`src/rtl/mux_2_1_rr_arb.sv`:
```
// Two-input round-robin stream arbiter with a one-entry output register.
// sel reports which source the held beat came from, updated with the data.
module mux_2_1_rr_arb #(
    parameter int WIDTH = 8
) (
    input  logic             clk,
    input  logic             rst,
    input  logic [WIDTH-1:0] a_data,
    input  logic             a_valid,
    output logic             a_ready,
    input  logic [WIDTH-1:0] b_data,
    input  logic             b_valid,
    output logic             b_ready,
    output logic [WIDTH-1:0] y_data,
    output logic             y_valid,
    input  logic             y_ready,
    output logic             sel
);

    logic out_free;
    logic grant_a;
    logic grant_b;
    logic last;

    // On contention the source not served last wins; last=1 means b was served last.
    always_comb begin
        out_free = !y_valid || y_ready;
        grant_a  = 1'b0;
        grant_b  = 1'b0;
        if (out_free && !rst) begin
            grant_a = a_valid && (!b_valid || last);
            grant_b = b_valid && (!a_valid || !last);
        end
    end

    assign a_ready = grant_a;
    assign b_ready = grant_b;

    always_ff @(posedge clk) begin
        if (rst) begin
            y_data  <= '0;
            y_valid <= 1'b0;
            sel     <= 1'b0;
            last    <= 1'b1;
        end else if (grant_a) begin
            y_data  <= a_data;
            y_valid <= 1'b1;
            sel     <= 1'b0;
            last    <= 1'b0;
        end else if (grant_b) begin
            y_data  <= b_data;
            y_valid <= 1'b1;
            sel     <= 1'b1;
            last    <= 1'b1;
        end else if (y_ready) begin
            y_valid <= 1'b0;
        end
    end

endmodule
```
`config.mk`:
```
export PLATFORM = sky130hd
export DESIGN_NAME = mux_2_1_rr_arb
export DESIGN_NICKNAME = d
export VERILOG_FILES = /design/src/rtl/mux_2_1_rr_arb.sv
export SDC_FILE = /design/constraint.sdc
export NUM_CORES = 1
export LEC_CHECK = 0
export CELL_PAD_IN_SITES_DETAIL_PLACEMENT = 0
export CELL_PAD_IN_SITES_GLOBAL_PLACEMENT = 1
export CORE_MARGIN = 2
export CORE_UTILIZATION = 29
export DETAILED_ROUTE_END_ITERATION = 7
export PLACE_DENSITY_LB_ADDON = 0.1
export SLEW_MARGIN = 20
export SYNTH_ARGS = -nofsm -noshare
export SYNTH_HDL_FRONTEND = slang
export SYNTH_SLANG_ARGS = --single-unit
```
`constraint.sdc`:
```
create_clock -name clk -period 4.2 [get_ports clk]
set_input_delay 0.84 -clock clk [delete_from_list [all_inputs] [get_ports clk]]
set_output_delay 0.84 -clock clk [all_outputs]
set_load 0.01 [all_outputs]
```
Word-level counts from Yosys, hierarchy flattened
Index checks and enable logic that the tools add are counted.

Multipliers: 0. Bitwise logic cells: 0. Reductions and logical operators: 14. Shifts and indexed selects: 0. Order comparisons: 0. Multiplexer cells: 9. Equal/unequal tests: 0. Add/sub/neg operators: 0. Divide/modulo/power cells: 0.

Operator list (count): $mux 8 (2); $mux 1 (7); $logic_not 1->1 (5); $logic_and 1x1->1 (3); $logic_or 1x1->1 (3); $reduce_bool 3->1 (1); $reduce_bool 2->1 (1); $reduce_or 2->1 (1).

Latch bits: 0. Memories kept: 0. Memory bits (writable): 0. Word-level logic and storage cells: 27. Register bits after elaboration: 11. Bits in read-only memories: 0. Input port bits: 21. Output and inout port bits: 12.

Depth between registers and ports, before layout
Depth in word-level cells: 6. Gate-level depth with buffers: 5. Gate-level depth less buffers: 3.

Worst setup path after synthesis
Ideal clock, no wire load.

Kind: input port to output port. From: input port a_valid. To: output port a_ready. Data required time: 3360 ps. Path buffers: 1. Cell stages on the path: 3. Arrival: 1809 ps. Path slack: 1551 ps. Path through: buf_2 clkinv_1 nor4_1.

Longest elaborated chain between the ends: 2.

RTL lines: from (decl) (line 9) `input logic a_valid,`; $logic_and 1x1->1 (line 31) `grant_a = a_valid && (!b_valid || last);`; $mux 1 (line 30) `if (out_free && !rst) begin`; to (decl) (line 10) `output logic a_ready,`.

Every way passes these cells.

Final worst setup path
Ends and elaborated chain as after synthesis.

==> results <==
- For this run, the leading register cell type out of synthesis is sky130_fd_sc_hd__dfxtp_1.
- The global-route wire length before repair is 3.118 mm.
- The simple-gate portion of the synthesized area is 0.2409.
- The startpoint identified for the worst register-to-register timing path is y_valid$_SDFFE_PP0P_.
- In this run the worst path has a maximum fanout of 9.
- The number of clock sinks is 11.
- In the post-synthesis netlist, the cell with the most instances is sky130_fd_sc_hd__dfxtp_1.
- The die extent in x is 51.50 microns.
- At the pin with the least slew margin, the transition time is 0.6628 ns.
- The post-synthesis adder-cell area fraction is 0.
- The data arrival at the endpoint of the critical path is 2.81 ns.
- The overflow left after global routing is 0.
- The worst min-delay path startpoint is y_data[1]$_SDFFE_PP0P_.
- In this run the number of H-tree levels came out at 1.
- In the routed layout, each cell is associated on average with a via count of 5.647.
- For this design the ratio of total power to cell area is 273.0 mW/mm^2.
- The final setup violation count is 0.
- TritonCTS created 3 clock buffers.
- The tree is rooted in a sky130_fd_sc_hd__clkbuf_4.
- The post-CTS repair timing setup buffer count is 0.
- TritonCTS built the clock tree.
- The sequential element share of the synthesized area is 0.3365.
- The portion of synthesized cell area occupied by the leading cell type is 0.3365.
- The static leakage power is 0.3362 nW.
- The maximum resistive drop on vdd is 0.1593 mV.
- The path class of the tightest hold or removal check is flip-flop to flip-flop.
- Once the clock tree was built, the resizer swapped 0 gates to a different size.
- The worst setup path is launched from an input pin.
- The later pin in the worst-skew pair is clocked with a latency of 0.27 ns.
- The most numerous cell type found on the critical path is sky130_fd_sc_hd__clkdlybuf4s50_1.
- After floorplanning, the core was sized to cover 0.002170 sq mm.
- In the final layout, the share of cells above drive strength 1 is 0.08571.
- After routing, the total negative slack on setup checks comes to 0 ns.
- The relative slew slack is 0.5561.
- The area of the mapped netlist is 654.4 sq um.
- For this run, the slowest stage of the critical path takes 0.64 ns.
- Measured along the y axis, the die boundary spans 51.50 microns.
- The clock skew is 0.001434 ns.
- Grouping stages by cell kind, the critical path spends the most delay in buffers and inverters.
- Once detail routing completed, the nets flagged for antenna violations numbered 0.
- After the first detailed-routing iteration, the DRC count stood at 20.
- The routed via count is 751.
- The initial antenna violation count is 0.
- Dividing the detail-routed wire length by the instance count gives 14.50 microns.
- The post-route minimum period is 3.648 ns.
- The pin count of the biggest net entering global routing is 28.
- The launch point of the critical path is a_valid.
- The number of buffers inserted by hold repair at cts is 0.
- The number of violations of the max-capacitance limit is 0.
- Clock-pin slew was measured on the worst setup and hold paths at 0.07 ns.
- At the worst endpoint, the required time is 3.36 ns.
- The number of synthesized register bits is 11.
- Pin placement for this block handled 33 I/O pins.
- Walking the worst path, the cells encountered are clkdlybuf4s50_1, clkinv_1, nor4_1, clkdlybuf4s50_1.
- Ranked by total cell area, the synthesized netlist is headed by sky130_fd_sc_hd__dfxtp_1 34%, sky130_fd_sc_hd__a311oi_1 11%, sky130_fd_sc_hd__o41ai_1 11%.
- For this run, asynchronously set or reset flops after synthesis account for 0.
- The largest total area in the synthesized netlist belongs to sky130_fd_sc_hd__dfxtp_1.
- The hold violation count in the final report came to 0.
- The number of buffers between clock root and the deepest sink is 2.
- The total of warnings raised by yosys is 0.
- The number of different library cells used by synthesis comes to 24.
- The detailed-route wire length is 1.928 mm.
- In the finished design, the share of the clock period the worst path needs comes to 0.8685.
- The congestion estimate from routability-driven global placement came to 0.7121.
- The HPWL after detailed placement is 1.299 mm.
- The maximum clock frequency is 274.2 MHz.
- The synthesized-area fraction occupied by ao, oa, aoi and oai cells is 0.3270.
- The overall die area is 0.002652 sq mm.
- The run finished with clean final reports.
- The net count of the finished layout is 127.
- Of the total synthesized cell area, the portion taken by XOR and XNOR cells is 0.
- The number of buffers and inverters on the critical path is 3.
- The number of global-route vias before repair was 672.
- Buffers placed on the I/O ports in this run total 32.
- The final count of pins violating max slew was 0.
- Counting tap cells, the placed design contains a total of 129 instances.
- Setup repair after global routing left no endpoint under its margin.
- The type of the setup path with the least slack is input pin to primary output.
- The portion of synthesized area spent on multiplexers is 0.
- By area, the combinational part of the netlist is dominated by compound AO/OA/AOI/OAI gates.
- The repair_antennas step left the layout with diodes totalling 0.
- The worst setup path is captured at a primary output.
- The net count of the mapped netlist is 98.
- Synthesis produced 77 cells.
- The count of flip-flops with a built-in enable after synthesis is 0.
- The area added between synthesis and finish is 53.73%.
- Dividing the synthesized area by the synthesized cell count gives 8.498 sq um.
- The count of cells in the finished layout, fillers not included, comes to 133.
- The number of DRC violations after detailed routing is 0.
- The commonest cells after synthesis are 11 x sky130_fd_sc_hd__dfxtp_1, 9 x sky130_fd_sc_hd__nand2_1.
- The number of iterations in the first detailed-routing pass is 4.
- The effective utilization at floorplan is 0.3016.
- The critical path's slowest cell is sky130_fd_sc_hd__clkdlybuf4s50_1.
- The overall global routing resource usage is 0.1527.
- The floorplan has 17 rows.
## metal layers
layer	GRT usage	vias to the layer above	part of all wire
li1	-	369	-
met1	0.2222	337	0.46
met2	0.2179	40	0.44
met3	0.02299	5	0.083
met4	0.07456	0	0.021
met5	0	-	0
## through the flow
step	instance area, sq um	hold WS, ns	total power, mW	util	setup WS, ns
2_1_floorplan	654.4	0.5224	0.1611	-	1.551
3_3_place_gp	977.2	0.5345	0.2033	0.4504	0.5940
3_5_place_dp	977.2	0.5346	0.2034	0.4504	0.5039
4_1_cts	1003	0.5500	0.2778	0.4625	0.4973
5_1_grt	1006	0.5665	0.2923	0.4637	0.4449
6_report	1006	0.5458	0.2746	0.4637	0.5525
## logic make-up (layout without fill, tap and decap cells)
| group | count (synthesis) | count (layout) |
|---|---|---|
| compound gates | 27 | 27 |
| buf+inv | 13 | 41 |
| flops | 11 | 11 |
| simple gates | 26 | 26 |
## tightest hold or removal path: cells and delay by family (launching register included)
family,cells,cell delay (ns)
flip-flops,1,0.31
AO/OA/AOI/OAI,2,0.18
## state kept, by name, indices dropped and copies added (netlist names)
name / flops
last: 1
y_data: 8
y_valid: 1
sel: 1
## worst paths after layout
path,end,cells after the start,slack (ns)
max,a_ready,4,0.55
min,y_data[1]$_SDFFE_PP0P_,2,0.55
max reg2reg,y_data[7]$_SDFFE_PP0P_,3,2.73
min reg2reg,y_data[1]$_SDFFE_PP0P_,2,0.55
## layout make-up
| type | instances | area (sq um) |
|---|---|---|
| fillers | 228 | 1164 |
| clock buffers | 4 | 26.28 |
| multi-input cells | 53 | 374.1 |
| inverters | 2 | 7.507 |
| repair buffers | 35 | 342.8 |
| flip-flops and latches | 11 | 220.2 |
| well taps | 28 | 35.03 |
## layout by cell type, fill, tap and decap left out
cell / synthesis / final
sky130_fd_sc_hd__clkdlybuf4s50_1: 0 / 32
sky130_fd_sc_hd__a41oi_1: 1 / 1
sky130_fd_sc_hd__nand2b_1: 1 / 1
sky130_fd_sc_hd__inv_1: 1 / 1
sky130_fd_sc_hd__buf_4: 0 / 3
sky130_fd_sc_hd__clkbuf_1: 5 / 1
sky130_fd_sc_hd__or2_1: 1 / 1
sky130_fd_sc_hd__nand2_1: 9 / 9
sky130_fd_sc_hd__nor2_1: 1 / 1
sky130_fd_sc_hd__o21a_1: 1 / 1
sky130_fd_sc_hd__a211oi_1: 1 / 1
sky130_fd_sc_hd__dfxtp_1: 11 / 11
sky130_fd_sc_hd__a31oi_1: 8 / 8
sky130_fd_sc_hd__clkinv_1: 1 / 1
sky130_fd_sc_hd__a311oi_1: 8 / 8
sky130_fd_sc_hd__nor4_1: 1 / 1
sky130_fd_sc_hd__clkbuf_4: 0 / 3
sky130_fd_sc_hd__o41ai_1: 8 / 8
sky130_fd_sc_hd__nor2b_4: 1 / 1
sky130_fd_sc_hd__or4_1: 8 / 8
sky130_fd_sc_hd__and3_1: 1 / 1
sky130_fd_sc_hd__and4_2: 1 / 1
sky130_fd_sc_hd__nor3_1: 1 / 1
sky130_fd_sc_hd__nor2b_2: 0 / 1
## report_power, final
part,leakage (nW),switching (mW),internal [mW],total [mW]
registers,0.0911,0.00499,0.113,0.118
logic,0.230,0.0369,0.0468,0.0837
clock network,0.0150,0.0364,0.0368,0.0732
Note: power is estimated with default switching activity, not from simulation.
